[src/rtl/uart_pkg.sv]
// -----------------------------------------------------------------------------
// uart_pkg
//   Shared types and constants for the buffered UART transmitter.
//   - parity_e    : latched parity mode (reserved encoding folds to PAR_NONE)
//   - tx_state_e  : transmitter frame state
//   - DEFAULT_DIV : reset baud divisor (100 MHz / 115200, bit period DIV+1)
// -----------------------------------------------------------------------------
package uart_pkg;

    localparam int unsigned DEFAULT_DIV = 867;

    typedef enum logic [1:0] {
        PAR_NONE = 2'b00,
        PAR_EVEN = 2'b01,
        PAR_ODD  = 2'b10
    } parity_e;

    typedef enum logic [2:0] {
        ST_IDLE,
        ST_START,
        ST_DATA,
        ST_PARITY,
        ST_STOP
    } tx_state_e;

    // Bus encoding 2'b11 is reserved and behaves as "no parity".
    function automatic parity_e decode_parity(input logic [1:0] code);
        case (code)
            2'b01:   return PAR_EVEN;
            2'b10:   return PAR_ODD;
            default: return PAR_NONE;
        endcase
    endfunction

endpackage

[src/rtl/uart_sync_fifo.sv]
// -----------------------------------------------------------------------------
// sync_fifo
//   Single-clock FIFO with registered pointers and occupancy count.
//   Read-first: o_dout always presents the head word; i_pop advances past it.
//   Pushes while full and pops while empty are ignored.
// Ports
//   i_clk    : clock
//   i_rst    : synchronous active-high reset (empties the FIFO)
//   i_push   : write i_din at the clock edge
//   i_pop    : discard the head word at the clock edge
//   i_din    : write data
//   o_dout   : head word
//   o_full   : DEPTH words stored
//   o_empty  : no words stored
//   o_count  : words stored (0..DEPTH)
// -----------------------------------------------------------------------------
module sync_fifo #(
    parameter int unsigned WIDTH = 8,
    parameter int unsigned DEPTH = 16
) (
    input  logic                   i_clk,
    input  logic                   i_rst,
    input  logic                   i_push,
    input  logic                   i_pop,
    input  logic [WIDTH-1:0]       i_din,
    output logic [WIDTH-1:0]       o_dout,
    output logic                   o_full,
    output logic                   o_empty,
    output logic [$clog2(DEPTH):0] o_count
);

    localparam int unsigned AW = $clog2(DEPTH);
    localparam logic [AW:0] FULL_CNT = DEPTH[AW:0];

    logic [WIDTH-1:0] r_mem [DEPTH];
    logic [AW-1:0]    r_wr_ptr;
    logic [AW-1:0]    r_rd_ptr;
    logic [AW:0]      r_count;
    logic             w_do_push;
    logic             w_do_pop;

    assign o_full    = (r_count == FULL_CNT);
    assign o_empty   = (r_count == '0);
    assign o_count   = r_count;
    assign o_dout    = r_mem[r_rd_ptr];

    assign w_do_push = i_push && !o_full;
    assign w_do_pop  = i_pop && !o_empty;

    always_ff @(posedge i_clk) begin
        if (w_do_push) begin
            r_mem[r_wr_ptr] <= i_din;
        end
    end

    always_ff @(posedge i_clk) begin
        if (i_rst) begin
            r_wr_ptr <= '0;
            r_rd_ptr <= '0;
            r_count  <= '0;
        end else begin
            if (w_do_push) begin
                r_wr_ptr <= r_wr_ptr + 1'b1;
            end
            if (w_do_pop) begin
                r_rd_ptr <= r_rd_ptr + 1'b1;
            end
            case ({w_do_push, w_do_pop})
                2'b10:   r_count <= r_count + 1'b1;
                2'b01:   r_count <= r_count - 1'b1;
                default: r_count <= r_count;
            endcase
        end
    end

endmodule

[src/rtl/uart_tx_fifo.sv]
// -----------------------------------------------------------------------------
// uart_tx_fifo
//   Buffered UART transmitter. Bus writes are queued in a FIFO and sent LSB
//   first as start / DATA_W data / optional parity / 1 or 2 stop bits. The
//   bit period is (div+1) clocks with div programmable while idle.
// Ports
//   clk          : system clock
//   rst_n        : synchronous reset, active-high (1 = reset)
//   wr_valid     : push request for wr_data
//   wr_data      : word to transmit
//   wr_ready     : FIFO can accept a word (not full)
//   cfg_we       : config write strobe (taken only when idle); clears overflow
//   cfg_div      : baud divisor
//   cfg_parity   : 00 none, 01 even, 10 odd, 11 none
//   cfg_two_stop : 1 = two stop bits
//   tx_en        : permit the start of new frames
//   tx_out       : serial line, idles high, driven from a register
//   busy         : a frame is on the line
//   fifo_count   : words queued
//   overflow     : sticky, set when a push is attempted while full
// -----------------------------------------------------------------------------
module uart_tx_fifo
    import uart_pkg::*;
#(
    parameter int unsigned DATA_W      = 8,
    parameter int unsigned FIFO_DEPTH  = 16,
    parameter int unsigned DIV_W       = 16,
    parameter int unsigned DEFAULT_DIV = uart_pkg::DEFAULT_DIV
) (
    input  logic                        clk,
    input  logic                        rst_n,
    input  logic                        wr_valid,
    input  logic [DATA_W-1:0]           wr_data,
    output logic                        wr_ready,
    input  logic                        cfg_we,
    input  logic [DIV_W-1:0]            cfg_div,
    input  logic [1:0]                  cfg_parity,
    input  logic                        cfg_two_stop,
    input  logic                        tx_en,
    output logic                        tx_out,
    output logic                        busy,
    output logic [$clog2(FIFO_DEPTH):0] fifo_count,
    output logic                        overflow
);

    localparam int unsigned     BCW      = (DATA_W > 1) ? $clog2(DATA_W) : 1;
    localparam logic [BCW-1:0]  LAST_BIT = BCW'(DATA_W - 1);

    // Frame state
    tx_state_e         r_state;
    tx_state_e         w_state_nxt;
    logic [DIV_W-1:0]  r_baud_cnt;
    logic [DIV_W-1:0]  w_baud_nxt;
    logic [BCW-1:0]    r_bit_cnt;
    logic [BCW-1:0]    w_bit_nxt;
    logic [DATA_W-1:0] r_shreg;
    logic [DATA_W-1:0] w_shreg_nxt;
    logic              r_par;       // even parity of the word in flight
    logic              w_par_nxt;
    logic              r_tx;
    logic              w_tx_nxt;

    // Latched configuration
    logic [DIV_W-1:0]  r_div;
    parity_e           r_parity;
    logic              r_two_stop;
    logic              r_overflow;

    // FIFO interface
    logic              w_fifo_full;
    logic              w_fifo_empty;
    logic [DATA_W-1:0] w_fifo_dout;
    logic              w_push;
    logic              w_pop;
    logic              w_load;
    logic              w_tick;
    logic              w_par_en;

    assign w_push   = wr_valid && !w_fifo_full;
    assign w_tick   = (r_baud_cnt == r_div);
    assign w_par_en = (r_parity != PAR_NONE);

    assign wr_ready = !w_fifo_full;
    assign tx_out   = r_tx;
    assign busy     = (r_state != ST_IDLE);
    assign overflow = r_overflow;

    sync_fifo #(
        .WIDTH (DATA_W),
        .DEPTH (FIFO_DEPTH)
    ) u_fifo (
        .i_clk   (clk),
        .i_rst   (rst_n),
        .i_push  (w_push),
        .i_pop   (w_pop),
        .i_din   (wr_data),
        .o_dout  (w_fifo_dout),
        .o_full  (w_fifo_full),
        .o_empty (w_fifo_empty),
        .o_count (fifo_count)
    );

    // Next-state logic. tx_out is decoded from the *next* state and registered,
    // so the line changes only on clock edges and the start bit appears one
    // clock after the pop. A frame load (from IDLE, or from the last stop tick
    // for back-to-back frames) overrides everything else computed here.
    always_comb begin
        w_state_nxt = r_state;
        w_baud_nxt  = w_tick ? '0 : r_baud_cnt + 1'b1;
        w_bit_nxt   = r_bit_cnt;
        w_shreg_nxt = r_shreg;
        w_par_nxt   = r_par;
        w_load      = 1'b0;
        w_pop       = 1'b0;
        w_tx_nxt    = 1'b1;

        unique case (r_state)
            ST_IDLE: begin
                w_baud_nxt = '0;
                if (tx_en && !w_fifo_empty) begin
                    w_load = 1'b1;
                end
            end
            ST_START: begin
                if (w_tick) begin
                    w_state_nxt = ST_DATA;
                end
            end
            ST_DATA: begin
                if (w_tick) begin
                    w_shreg_nxt = r_shreg >> 1;
                    if (r_bit_cnt == LAST_BIT) begin
                        w_bit_nxt   = '0;
                        w_state_nxt = w_par_en ? ST_PARITY : ST_STOP;
                    end else begin
                        w_bit_nxt = r_bit_cnt + 1'b1;
                    end
                end
            end
            ST_PARITY: begin
                if (w_tick) begin
                    w_bit_nxt   = '0;
                    w_state_nxt = ST_STOP;
                end
            end
            ST_STOP: begin
                // bit_cnt counts stop bits already completed
                if (w_tick) begin
                    if (r_two_stop && (r_bit_cnt == '0)) begin
                        w_bit_nxt = BCW'(1);
                    end else if (tx_en && !w_fifo_empty) begin
                        w_load = 1'b1;
                    end else begin
                        w_state_nxt = ST_IDLE;
                    end
                end
            end
            default: begin
                w_state_nxt = ST_IDLE;
            end
        endcase

        if (w_load) begin
            w_pop       = 1'b1;
            w_shreg_nxt = w_fifo_dout;
            w_par_nxt   = ^w_fifo_dout;
            w_baud_nxt  = '0;
            w_bit_nxt   = '0;
            w_state_nxt = ST_START;
        end

        case (w_state_nxt)
            ST_START:  w_tx_nxt = 1'b0;
            ST_DATA:   w_tx_nxt = w_shreg_nxt[0];
            ST_PARITY: w_tx_nxt = w_par_nxt ^ (r_parity == PAR_ODD);
            default:   w_tx_nxt = 1'b1;
        endcase
    end

    always_ff @(posedge clk) begin
        if (rst_n) begin
            r_state    <= ST_IDLE;
            r_baud_cnt <= '0;
            r_bit_cnt  <= '0;
            r_shreg    <= '0;
            r_par      <= 1'b0;
            r_tx       <= 1'b1;
        end else begin
            r_state    <= w_state_nxt;
            r_baud_cnt <= w_baud_nxt;
            r_bit_cnt  <= w_bit_nxt;
            r_shreg    <= w_shreg_nxt;
            r_par      <= w_par_nxt;
            r_tx       <= w_tx_nxt;
        end
    end

    // Configuration is only taken between frames so a frame never changes
    // shape part-way through.
    always_ff @(posedge clk) begin
        if (rst_n) begin
            r_div      <= DIV_W'(DEFAULT_DIV);
            r_parity   <= PAR_NONE;
            r_two_stop <= 1'b0;
        end else if (cfg_we && (r_state == ST_IDLE)) begin
            r_div      <= cfg_div;
            r_parity   <= decode_parity(cfg_parity);
            r_two_stop <= cfg_two_stop;
        end
    end

    // A new overflow event wins over a simultaneous clear.
    always_ff @(posedge clk) begin
        if (rst_n) begin
            r_overflow <= 1'b0;
        end else if (wr_valid && w_fifo_full) begin
            r_overflow <= 1'b1;
        end else if (cfg_we) begin
            r_overflow <= 1'b0;
        end
    end

endmodule

[config.mk]
export PLATFORM = sky130hd
export DESIGN_NAME = uart_tx_fifo
export DESIGN_NICKNAME = d
export VERILOG_FILES = /design/src/rtl/uart_pkg.sv /design/src/rtl/uart_sync_fifo.sv /design/src/rtl/uart_tx_fifo.sv
export SDC_FILE = /design/constraint.sdc
export NUM_CORES = 1
export LEC_CHECK = 0
export ABC_CLOCK_PERIOD_IN_PS = 4050
export BUFFER_PORTS_ARGS = -buffer_cell sky130_fd_sc_hd__buf_2
export CAP_MARGIN = 30
export CORE_MARGIN = 2
export CORE_UTILIZATION = 50
export DETAILED_ROUTE_END_ITERATION = 6
export PLACE_DENSITY = 0.67
export SKIP_LAST_GASP = 1
export SLEW_MARGIN = 20
export SYNTH_ARGS = -nofsm -noshare
export SYNTH_HDL_FRONTEND = slang
export SYNTH_HIERARCHICAL = 1
export SYNTH_SLANG_ARGS = --single-unit
[constraint.sdc]
create_clock -name clk -period 4.05 [get_ports clk]
set_input_delay 0 -clock clk [delete_from_list [all_inputs] [get_ports clk]]
set_output_delay 0 -clock clk [all_outputs]
set_load 0.01 [all_outputs]
==> impl_metrics.yaml <==
route:
  ant_nets: 0
  vias: 5130
  routed_wl_um: 16800
  avgRoutedWirePerCell_um: 18.1
  drc: 0
  drtPass1Iterations: 5
  avgViaCountPerCell: 5.54
  drt_iter0_drc: 424
timing:
  relSlewSlack_pct: 37.8
  max_clock_freq_mhz: 286
  post-route-min-period_ns: 3.50
  hold_viol: 0
  tns_ns: 0
  slew_viol_final: 0
  setup_viol: 0
  worstMarginPinSlew_ns: 0.929
  period_share_pct: 86.4
  fin_worst_skew_ns: 0.00992
  rsz0062_at_grt: "false"
clocking:
  root_buffer: "clkbuf_16"
  clockBufferDepth: 2
  cts_tree: "done"
  cts_htree_levels: 4
  clock-sinks: 197
  numCtsBuffers: 17
  insertion_delay_ns: 0.44
  clkTransAtPathRegs_ns: 0.07
place:
  routabilityCongestion: 0.800
  io_buffers: 40
  hpwl_um: 10800
  dpl-instance-area_um2: 8790
synth:
  synth-edff-count: 128
  yosysWarnings: 6
  synthCells: 624
  postSynthAreaPerCell_um2: 13.4
  syn-num-nets: 668
  syn-cell-area_um2: 8370
  yosysSeqAreaShare_pct: 62.4
  synth_seq_cells: 197
  synth_cell_type_count: 60
  async_flop_share_pct: 0
  ys.flop_type: "edfxtp_1"
floorplanning:
  die_height_um: 133
  die_x_um: 133
  core-area_um2: 16500
  row_count: 47
  pin_count: 41
  dieArea_um2: 17800
  start_util_pct: 50.9
grt:
  grt-ovfl-total: 0
  grt_use_total_pct: 20.3
  grt_pass1_vias: 5259
  grt_max_degree: 56
  grt_pass1_wl_um: 27300
  antenna_found_initial: 0
worst_setup_path:
  critPathMaxFanout: 13
  endpoint_kind: "flip-flop"
  required_ns: 4.36
  cp-start-kind: "flip-flop"
  critical_path_class: "reg2reg"
  arrival_ns: 3.81
pwr:
  power.density_nw_per_um2: 555
  ir_worst_vdd_mv: 0.455
  power.leakage_nw: 3.43
cells_and_area:
  design_area_um2: 9680
  final_net_count: 737
  areaGrowthSynthToFinish_pct: 15.6
  regArea_um2: 5230
  antenna_cells: 0
  final_common_cell: "edfxtp_1"
  layout_common_cells: "128 x edfxtp_1, 68 x dfxtp_1, 64 x nand2_1, 64 x nor2_1, 40 x buf_2"
  drive_above_1_share_pct: 18.6
  fillerInstances: 1318
  multiInputGateArea_um2: 2970
outcome:
  status: "finished clean"
job:
  drv_cap: 0
hold_path:
  hold_path.class: "in2reg"
## cell usage after synthesis, drive strengths merged (2+ instances only)
cell | count | area [µm²]
nor4 | 6 | 56.3
nand2b | 4 | 25.0
xnor2 | 13 | 114
nor3 | 10 | 61.3
nand3b | 11 | 82.6
or3 | 2 | 12.5
xor2 | 32 | 280
a22oi | 17 | 128
a31oi | 3 | 18.8
nor2 | 64 | 240
mux4 | 32 | 721
o21ai | 7 | 46.3
nand2 | 64 | 240
and2 | 3 | 20.0
a21oi | 21 | 116
mux2i | 11 | 110
inv | 12 | 45.0
nor2b | 7 | 43.8
dfxtp | 69 | 1380
buf | 11 | 62.6
nand3 | 16 | 80.1
a21o | 2 | 16.3
ha | 12 | 150
clkbuf | 21 | 78.8
a211oi | 11 | 82.6
or4 | 3 | 30.0
o211ai | 4 | 48.8
o2111ai | 2 | 17.5
and3 | 7 | 43.8
edfxtp | 128 | 3840
o21a | 4 | 38.8
## final cells by class
| cell class | instances | area share (%) |
|---|---|---|
| clock inverter | 13 | 1.29 |
| sequential | 197 | 54.0 |
| tap | 220 | 2.84 |
| multi-input combinational | 382 | 30.6 |
| timing repair buffer | 82 | 6.26 |
| inverter | 13 | 0.504 |
| clock buffer | 19 | 4.47 |
## worst max-delay path, stage by stage, from the launching register on
cell,delay (ns)
dfxtp_1,0.43
or4_4,0.61
nor2_1,0.10
nand2b_1,0.16
nor4_2,0.08
a21oi_4,0.17
inv_2,0.13
o21ai_4,0.11
inv_1,0.07
ha_1,0.32
xor2_1,0.19
ha_1,0.26
o31ai_1,0.38
o22ai_1,0.15
nand4bb_1,0.21
## cells by family after synthesis
logic type	after synthesis	synth area share, %
and+or+nand+nor	202	11.8
DFF	197	62.4
AOI/OAI and AO/OA	80	7.08
xor gates and xnor gates	45	4.71
buffers and inverters	45	2.27
muxes	43	9.92
adders and majority gates	12	1.79
## sequential cells by signal (all words and copies together), names as in the netlist, 2 cells and up, named ones only
register	count
u_fifo/r_mem	128
r_bit_cnt	3
r_div	16
u_fifo/r_wr_ptr	4
u_fifo/r_rd_ptr	4
r_parity	2
r_baud_cnt	16
r_shreg	8
r_state	3
u_fifo/o_count	5
## per-stage QoR
step	std cells	total power [mW]	utilization [%]	hold WS [ns]	worst slack (ns)
floorplan	624	3.46	-	0.0989	0.715
global placement	861	3.73	53.4	0.225	0.449
detailed placement	861	3.77	53.4	0.226	0.272
CTS	924	5.39	58.7	0.212	0.262
global route	926	5.66	58.8	0.231	0.272
finish	926	5.38	58.8	0.218	0.552
## metal layers
layer	part of all wire [%]	wire, µm	vias up	global-route usage, %
met3	4.2	698	24	4.60
met1	43	7230	2532	25.7
li1	-	-	2447	-
met5	0	0	-	0
met2	51	8580	127	34.5
met4	1.7	291	0	7.39
## final timing paths
kind	endpoint	depth (start not counted)	slack (ns)	from
worst max-delay path	u_fifo/o_count[4]$_SDFFE_PP0P_	14	0.55	u_fifo/o_count[2]$_SDFFE_PP0P_
worst min-delay path	u_fifo/r_wr_ptr[3]$_SDFFE_PP0P_	5	0.22	wr_valid
worst max register to register	u_fifo/o_count[4]$_SDFFE_PP0P_	14	0.55	u_fifo/o_count[2]$_SDFFE_PP0P_
worst min register to register	r_two_stop$_SDFFE_PP0P_	2	0.47	r_two_stop$_SDFFE_PP0P_
## timing repair
action                                  CTS  global route
gates resized for setup                   0             1
hold buffers                             31             0
endpoints found under the setup margin    0             1
setup buffers                             0             2
hold endpoints to repair                149             0
## report_power, final
part / total [mW] / switching [mW] / internal, mW
combinational: 1.34 / 0.734 / 0.611
sequential: 2.43 / 0.123 / 2.31
clock: 1.60 / 0.742 / 0.858
total: 5.38 / 1.60 / 3.78
Power figures use the tool's default switching activity.
